<file path="src/rtl/admo_defs.v">
// rtl/admo_defs.v - shared datapath width and ALU operator codes
`ifndef ADMO_DEFS_V
`define ADMO_DEFS_V

`define DATA_WIDTH  32
`define ALU_ADD     4'b0000
`define ALU_SUB     4'b1000
`define ALU_SUB_BIT 3

`endif

</file>
<file path="src/rtl/add_share_arb_pkg.sv">
// rtl/add_share_arb_pkg.sv - widths and operator decode constants for the shared add/sub arbiter
`include "admo_defs.v"

package add_share_arb_pkg;

  localparam int DATA_W  = `DATA_WIDTH;
  localparam int OP_W    = 4;
  localparam int SUB_BIT = `ALU_SUB_BIT;

endpackage

</file>
<file path="src/rtl/add_share_arb_if.sv">
// rtl/add_share_arb_if.sv - requester and response handshake bundle for add_share_arb
interface add_share_arb_if #(
  parameter int NUM_REQ = 3,
  parameter int ID_W    = 2
);
  import add_share_arb_pkg::*;

  logic [NUM_REQ-1:0]        req_valid_i;
  logic [NUM_REQ-1:0]        req_ready_o;
  logic [NUM_REQ*DATA_W-1:0] req_operand_a_i;
  logic [NUM_REQ*DATA_W-1:0] req_operand_b_i;
  logic [NUM_REQ*OP_W-1:0]   req_operator_i;
  logic                      rsp_valid_o;
  logic                      rsp_ready_i;
  logic [DATA_W-1:0]         rsp_result_o;
  logic [ID_W-1:0]           rsp_id_o;

  modport slave (
    input  req_valid_i, req_operand_a_i, req_operand_b_i, req_operator_i, rsp_ready_i,
    output req_ready_o, rsp_valid_o, rsp_result_o, rsp_id_o
  );

  modport master (
    output req_valid_i, req_operand_a_i, req_operand_b_i, req_operator_i, rsp_ready_i,
    input  req_ready_o, rsp_valid_o, rsp_result_o, rsp_id_o
  );

endinterface

</file>
<file path="src/rtl/add_share_pick.sv">
// rtl/add_share_pick.sv - combinational rotate-priority picker; search begins just after i_last
module add_share_pick #(
  parameter int NUM_REQ = 3,
  parameter int ID_W    = 2
) (
  input  logic [NUM_REQ-1:0] i_valid,
  input  logic [ID_W-1:0]    i_last,
  output logic [NUM_REQ-1:0] o_grant,
  output logic [ID_W-1:0]    o_grant_id,
  output logic               o_any
);

  // Two passes replace a modulo walk: indices above last first, then wrap to 0..last.
  always_comb begin
    o_grant    = '0;
    o_grant_id = '0;
    o_any      = 1'b0;
    for (int k = 0; k < NUM_REQ; k++) begin
      if (!o_any && i_valid[k] && (k > int'(i_last))) begin
        o_grant[k] = 1'b1;
        o_grant_id = ID_W'(k);
        o_any      = 1'b1;
      end
    end
    for (int k = 0; k < NUM_REQ; k++) begin
      if (!o_any && i_valid[k] && (k <= int'(i_last))) begin
        o_grant[k] = 1'b1;
        o_grant_id = ID_W'(k);
        o_any      = 1'b1;
      end
    end
  end

endmodule

</file>
<file path="src/rtl/add_share_arb.sv">
// rtl/add_share_arb.sv - NUM_REQ-way arbiter over one 32-bit add/sub with a registered response slot
// ADD_SHARE_ARB_RR_EN defined: round-robin; undefined: fixed priority, lowest index wins.
module add_share_arb
  import add_share_arb_pkg::*;
#(
  parameter int NUM_REQ = 3,
  parameter int ID_W    = 2
) (
  input logic            clk_i,
  input logic            rst_i,
  add_share_arb_if.slave bus
);

  localparam logic [ID_W-1:0] LAST_RST = ID_W'(NUM_REQ - 1);

  logic [NUM_REQ-1:0] w_grant;
  logic [ID_W-1:0]    w_grant_id;
  logic [ID_W-1:0]    w_last;
  logic               w_any;
  logic               w_slot_free;
  logic               w_accept;
  logic [DATA_W-1:0]  w_op_a;
  logic [DATA_W-1:0]  w_op_b;
  logic [DATA_W-1:0]  w_b_eff;
  logic [DATA_W-1:0]  w_sum;
  logic [OP_W-1:0]    w_op;
  logic               w_sub;
  logic               w_unused_op;

  logic               r_rsp_valid;
  logic [DATA_W-1:0]  r_rsp_result;
  logic [ID_W-1:0]    r_rsp_id;

`ifdef ADD_SHARE_ARB_RR_EN
  logic [ID_W-1:0]    r_last;

  always_ff @(posedge clk_i or posedge rst_i) begin
    if (rst_i) begin
      r_last <= LAST_RST;
    end else if (w_accept) begin
      r_last <= w_grant_id;
    end
  end

  assign w_last = r_last;
`else
  assign w_last = LAST_RST;
`endif

  add_share_pick #(
    .NUM_REQ (NUM_REQ),
    .ID_W    (ID_W)
  ) u_pick (
    .i_valid    (bus.req_valid_i),
    .i_last     (w_last),
    .o_grant    (w_grant),
    .o_grant_id (w_grant_id),
    .o_any      (w_any)
  );

  assign w_slot_free     = !r_rsp_valid || bus.rsp_ready_i;
  assign bus.req_ready_o = w_grant & {NUM_REQ{w_slot_free}};
  assign w_accept        = w_any && w_slot_free;

  // One-hot grant mux; only the granted requester's operands reach the adder.
  always_comb begin
    w_op_a = '0;
    w_op_b = '0;
    w_op   = '0;
    for (int k = 0; k < NUM_REQ; k++) begin
      if (w_grant[k]) begin
        w_op_a = bus.req_operand_a_i[k*DATA_W +: DATA_W];
        w_op_b = bus.req_operand_b_i[k*DATA_W +: DATA_W];
        w_op   = bus.req_operator_i[k*OP_W +: OP_W];
      end
    end
  end

  assign w_sub       = w_op[SUB_BIT];
  assign w_unused_op = ^w_op[SUB_BIT-1:0];
  assign w_b_eff     = w_sub ? ~w_op_b : w_op_b;
  assign w_sum       = w_op_a + w_b_eff + DATA_W'(w_sub);

  // Result and id only move on accept so a pure drain leaves the last values visible.
  always_ff @(posedge clk_i or posedge rst_i) begin
    if (rst_i) begin
      r_rsp_valid  <= 1'b0;
      r_rsp_result <= '0;
      r_rsp_id     <= '0;
    end else if (w_accept) begin
      r_rsp_valid  <= 1'b1;
      r_rsp_result <= w_sum;
      r_rsp_id     <= w_grant_id;
    end else if (bus.rsp_ready_i) begin
      r_rsp_valid  <= 1'b0;
    end
  end

  assign bus.rsp_valid_o  = r_rsp_valid;
  assign bus.rsp_result_o = r_rsp_result;
  assign bus.rsp_id_o     = r_rsp_id;

endmodule
</file>
<file path="src/flat_wrapper.sv">
// flat-port wrapper written by rule: the top's interface ports become plain ports
module add_share_arb_flat import add_share_arb_pkg::*;
#(
  parameter int NUM_REQ = 3,
  parameter int ID_W    = 2
)
  (clk_i, rst_i, bus_req_valid_i, bus_req_operand_a_i, bus_req_operand_b_i, bus_req_operator_i, bus_rsp_ready_i, bus_req_ready_o, bus_rsp_valid_o, bus_rsp_result_o, bus_rsp_id_o);
  add_share_arb_if #(.NUM_REQ(NUM_REQ), .ID_W(ID_W)) bus_i ();
  input logic clk_i;
  input logic rst_i;
  input wire logic [$bits(bus_i.req_valid_i)-1:0] bus_req_valid_i;
  input wire logic [$bits(bus_i.req_operand_a_i)-1:0] bus_req_operand_a_i;
  input wire logic [$bits(bus_i.req_operand_b_i)-1:0] bus_req_operand_b_i;
  input wire logic [$bits(bus_i.req_operator_i)-1:0] bus_req_operator_i;
  input wire logic [$bits(bus_i.rsp_ready_i)-1:0] bus_rsp_ready_i;
  output wire logic [$bits(bus_i.req_ready_o)-1:0] bus_req_ready_o;
  output wire logic [$bits(bus_i.rsp_valid_o)-1:0] bus_rsp_valid_o;
  output wire logic [$bits(bus_i.rsp_result_o)-1:0] bus_rsp_result_o;
  output wire logic [$bits(bus_i.rsp_id_o)-1:0] bus_rsp_id_o;
  assign bus_i.req_valid_i = bus_req_valid_i;
  assign bus_i.req_operand_a_i = bus_req_operand_a_i;
  assign bus_i.req_operand_b_i = bus_req_operand_b_i;
  assign bus_i.req_operator_i = bus_req_operator_i;
  assign bus_i.rsp_ready_i = bus_rsp_ready_i;
  assign bus_req_ready_o = bus_i.req_ready_o;
  assign bus_rsp_valid_o = bus_i.rsp_valid_o;
  assign bus_rsp_result_o = bus_i.rsp_result_o;
  assign bus_rsp_id_o = bus_i.rsp_id_o;
  add_share_arb #(.NUM_REQ(NUM_REQ), .ID_W(ID_W)) u_core (.clk_i(clk_i), .rst_i(rst_i), .bus(bus_i));
endmodule
</file>
<file path="config.mk">
export PLATFORM = sky130hd
export DESIGN_NAME = add_share_arb_flat
export DESIGN_NICKNAME = d
export VERILOG_FILES = /design/src/rtl/add_share_arb_pkg.sv /design/src/rtl/add_share_arb_if.sv /design/src/rtl/add_share_pick.sv /design/src/rtl/add_share_arb.sv /design/src/flat_wrapper.sv
export VERILOG_INCLUDE_DIRS = /design/src /design/src/rtl
export SDC_FILE = /design/constraint.sdc
export NUM_CORES = 1
export LEC_CHECK = 0
export CAP_MARGIN = 20
export CORE_MARGIN = 5
export CORE_UTILIZATION = 46
export CTS_BUF_LIST = sky130_fd_sc_hd__clkbuf_16
export DETAILED_ROUTE_END_ITERATION = 7
export HOLD_SLACK_MARGIN = 0.1
export MAX_ROUTING_LAYER = met4
export PLACE_DENSITY_LB_ADDON = 0.1
export SLEW_MARGIN = 20
export SYNTH_ARGS = -nofsm -noshare
export SYNTH_HDL_FRONTEND = slang
export SYNTH_SLANG_ARGS = --single-unit
</file>
<file path="constraint.sdc">
create_clock -name clk_i -period 2.9 [get_ports clk_i]
set_clock_uncertainty 0.15 [all_clocks]
set_input_delay 0.29 -clock clk_i [delete_from_list [all_inputs] [get_ports clk_i]]
set_output_delay 0.29 -clock clk_i [all_outputs]
set_load 0.02 [all_outputs]
</file>
==> results of run 1 <==
timing repair:
action / 4_1_cts
pin swaps: 81
cloned: 7
resized for setup: 160
buffers inserted: 29
setup endpoints to repair: 24
synthesized netlist by cell type (all sizes together) (8+ instances only):
library cell	count	area (um^2)
a21oi	98	498
ha	30	375
dfrtp	35	876
nand3	11	55.1
nor2	76	285
clkbuf	43	161
a21o	20	150
o21a	8	60.1
inv	12	45.0
xnor2	14	123
buf	21	118
xor2	40	350
o21ai	93	465
nor3	10	50.1
nand2	168	631
nand4	11	68.8
cell families after synthesis:
kind of cell	count (synthesis)	synth area share
AOI/OAI and AO/OA	276	0.330
xor gates and xnor gates	54	0.0919
adders and majority gates	31	0.0768
buffers and inverters	76	0.0630
DFF	35	0.170
muxes	3	0.00681
and+or+nand+nor	312	0.261
stage by stage:
step	hold WS, ps	instances	cell area, um^2	TNS, ps
floorplan	294	787	5340	-1910
global placement	307	1264	8800	-14850
detailed placement	311	1264	8800	-17910
CTS	284	1308	9990	-1720
==> flow_summary.yaml, run 1 <==
die:
  dieWidth_um: 116
  rows: 38
  initial_utilization: 0.473
  die_h_um: 116
  io_pins: 248
synthesis:
  syn_area_per_cell_um2: 6.54
  ys_types: 70
  synth_edf_count: 0
  yosysSeqAreaShare: 0.170
  synth_fp_nets: 1028
  ys.flop_type: "dfrtp_1"
  ys_warn_count: 0
  postSynth.asyncResetShare: 1.00
  ys_ff_latch: 35
  syn_area_um2: 5140
  syn_inst: 787
clock_tree:
  clk_path_buf_depth: 2
  postCtsHoldBufs: 0
  clock-sinks: 35
  clockRootBuffer: "clkbuf_16"
  cts_buffers: 5
  htree_levels: 2
status:
  outcome: "did not finish"
  error: "[ERROR DPL-0038] Utilization greater than 100%, impossible to legalize"
  stop_stage: "global routing"
global_routing:
  grt_max_degree: 36
place:
  port_buffers: 238
  gp_congestion: 0.943
  dp_slack_ps: -889
  hpwlAfterDp_um: 19000
sta:
  worstEpCategory: "sequential cell input"
  worst_endpoint: "u_core.bus.rsp_result_o[30]$_DFFE_PP0P_/D"
==> run 2, diff against run 1 <==
--- a/config.mk
+++ b/config.mk
@@ -8,12 +8,9 @@
 export LEC_CHECK = 0
 export CAP_MARGIN = 20
 export CORE_MARGIN = 5
-export CORE_UTILIZATION = 46
-export CTS_BUF_LIST = sky130_fd_sc_hd__clkbuf_16
+export CORE_UTILIZATION = 40
 export DETAILED_ROUTE_END_ITERATION = 7
-export HOLD_SLACK_MARGIN = 0.1
-export MAX_ROUTING_LAYER = met4
-export PLACE_DENSITY_LB_ADDON = 0.1
+export PLACE_DENSITY_LB_ADDON = 0.15
 export SLEW_MARGIN = 20
 export SYNTH_ARGS = -nofsm -noshare
 export SYNTH_HDL_FRONTEND = slang
==> run 2 against run 1 <==
Compared with the run above: the flow now finishes, with violations (negative setup slack); area after synthesis unchanged; synthesized cell count unchanged.
==> flow_summary.yaml, run 2 <==
final_layout:
  design_area_um2: 10100
  most-common-layout-cells: "clkdlybuf4s50_1, buf_4, nand2_1"
  nets: 1418
  largest_reg_flops: 32
  syn_to_final_growth_pct: 95.8
  fin_util: 0.798
  n_fill_cell: 893
  drive_gt1_frac: 0.286
  diodes: 0
  multi_input_area_um2: 4590
  final_common_cell: "clkdlybuf4s50_1"
  regArea_um2: 876
sta:
  finalMaxSlewViolations: 0
  holdWs_ps: 261
  min_period_ps: 3230
  fmax_mhz: 309
  max_slew.worst_pin.slew_ps: 594
  rsz0062_at_grt: "yes"
  setup_viol: 24
  finalCritPeriodShare: 1.11
  finalHoldViolCount: 0
  fin_ws_ps: -333
  slew-limit-headroom: 0.601
synthesis:
  synth_edf_count: 0
  ys_warn_count: 0
  ys.flop_type: "dfrtp_1"
  postSynth.asyncResetShare: 1.00
  synth_fp_nets: 1028
  synth_top_cell_by_area: "dfrtp_1"
  syn_inst: 787
  syn_area_per_cell_um2: 6.54
  ys_ff_latch: 35
  ys_top_cells_by_area: "dfrtp_1, nand2_1, a21oi_1"
  yosysSeqAreaShare: 0.170
  yosys.area.top_type_share: 0.170
  synth_most_common_cell: "nand2_1"
  syn_area_um2: 5140
  ys_types: 70
  synthTopCellsByCount: "nand2_1, a21oi_1, o21ai_0, nor2_1, clkbuf_1"
worst_setup_path:
  critPathMaxStageDelay_ps: 430
  crit_start: "bus_req_valid_i[2]"
  critPathTopFamily: "compound AO/OA/AOI/OAI gates"
  crit_arrival_ps: 3260
  worstPathCellList: "buf_8 > buf_12 > buf_4 > buf_4 > nand2_1 > nor2_2 > a21oi_2 > o21ai_2 > xor2_1 > ha_1 > a21o_1 > a21o_1 > a21oi_2 > or4_4 > o21a_4 > o2111a_1 > a221o_1"
  cp_max_fo: 7
  worstPathBufferInverterCount: 4
  timing.rr.start: "u_core.bus.rsp_valid_o"
  cp-start-kind: "input pin"
  path_class: "input pin to register"
  rr_endpoint: "u_core.bus.rsp_result_o[16]"
  worstPathRequired_ps: 2930
  rr_worst_depth: 5
  cp-end-kind: "register"
  cpMaxStageDelayCell: "or4_4"
  r2r_slack_ps: 900
die:
  core_region_area_um2: 12600
  io_pins: 248
  dieWidth_um: 123
  die_area_um2: 15200
  die_h_um: 123
  initial_utilization: 0.408
  rows: 41
power:
  p_comb_frac: 0.738
  peakVddDrop_mv: 0.237
  p_sw_frac: 0.422
  seq_power_share: 0.155
  power_leakage_uw: 0.00440
  power.switching_uw: 2140
  p_clk_frac: 0.108
  power.density_nw_per_um2: 503
  p_int_uw: 2930
place:
  hpwlAfterDp_um: 17800
  placedInstanceArea_um2: 8820
  port_buffers: 238
  gp_congestion: 0.944
  dp_slack_ps: -820
clock_tree:
  htree_levels: 2
  clk_path_buf_depth: 2
  cts_buffers: 5
  tritoncts: "done"
  cts.clk_slew.worst_paths_ps: 60
  clockRootBuffer: "clkbuf_16"
  clkLatencyLatePin_ps: 280
  clock-sinks: 35
routing:
  first_pass_iters: 6
  vias: 7186
  routed_via_density: 5.33
  routedWlPerCell_um: 18.0
  antenna_left: 0
  drtIter0Drc: 474
  drt-total-wl_um: 24200
  drc: 0
global_routing:
  grt_max_degree: 44
  grt_pass1_vias: 6928
  grt_pass1_wl_um: 34300
  grt_overflow: 0
  use_met1: 0.360
  grt_util_all_layers: 0.286
  met3_usage: 0.0444
  antenna_found_initial: 0
  busiest_layer: "met2"
  use_met2: 0.509
status:
  outcome: "complete, but fails checks"
  violations: "negative setup slack"
hold_path:
  min_path_type: "input pin to async pin"
job:
  drv_cap: 0
[run 2: cell counts after synthesis]
Identical to the previous run, type by type.
[run 2: how the worst max path moves through the flow]
stage | slack, ps | cells past startpoint | to
after floorplan | -280 | 13 | u_core.bus.rsp_result_o[25]
final | -330 | 17 | u_core.bus.rsp_result_o[25]
after CTS | -230 | 13 | u_core.bus.rsp_result_o[16]
after global routing | -450 | 17 | u_core.bus.rsp_result_o[25]
after detailed placement | -820 | 13 | u_core.bus.rsp_result_o[25]
after global placement | -740 | 15 | u_core.bus.rsp_result_o[31]
[run 2: stage by stage]
| stage | setup TNS, ps | instances | total power [uW] |
|---|---|---|---|
| floorplan | -1910 | 787 | 2350 |
| global placement | -14580 | 1295 | 3810 |
| detailed placement | -16650 | 1295 | 3850 |
| CTS | -2570 | 1335 | 4730 |
| global route | -6640 | 1349 | 5330 |
| finish | -3580 | 1349 | 5060 |
[run 2: final cells by class]
type / instances / area share
well taps: 172 / 0.0214
inverters: 12 / 0.00447
repair buffers: 447 / 0.417
clock inverters: 1 / 0.000497
flip-flops and latches: 35 / 0.0869
clock buffers: 6 / 0.0138
multi-input cells: 676 / 0.456
[run 2: cell families after synthesis]
family / Yosys count / synth area share
DFF: 35 / 0.170
buffers and inverters: 76 / 0.0630
xor gates and xnor gates: 54 / 0.0919
adders and majority gates: 31 / 0.0768
AOI/OAI and AO/OA: 276 / 0.330
muxes: 3 / 0.00681
and+or+nand+nor: 312 / 0.261
[run 2: power by group through the flow]
stage / Clock [uW] / Sequential (uW) / Combinational (uW)
6_report: 546 / 783 / 3740
4_1_cts: 546 / 782 / 3400
2_1_floorplan: 0 / 1010 / 1340
3_3_place_gp: 0 / 785 / 3030
5_1_grt: 562 / 806 / 3960
3_5_place_dp: 0 / 787 / 3060
[run 2: worst min-delay path, delay by kind of cell]
kind / cells / cell delay (ps)
buffers and inverters: 3 / 840
[run 2: per-layer routing]
metal | wire length [um] | up-vias
li1 | - | 3531
met1 | 9500 | 3265
met2 | 12300 | 331
met3 | 1710 | 59
met4 | 701 | 0
met5 | 0 | -
[run 2: repair_timing]
action                                  CTS  global route
gates resized for setup                 105            73
pin swaps                                62            57
setup buffers                            30            15
endpoints found under the setup margin   24            24
hold buffers                              0             0
cloned                                    5             0
(Power assumes the default switching activity.)
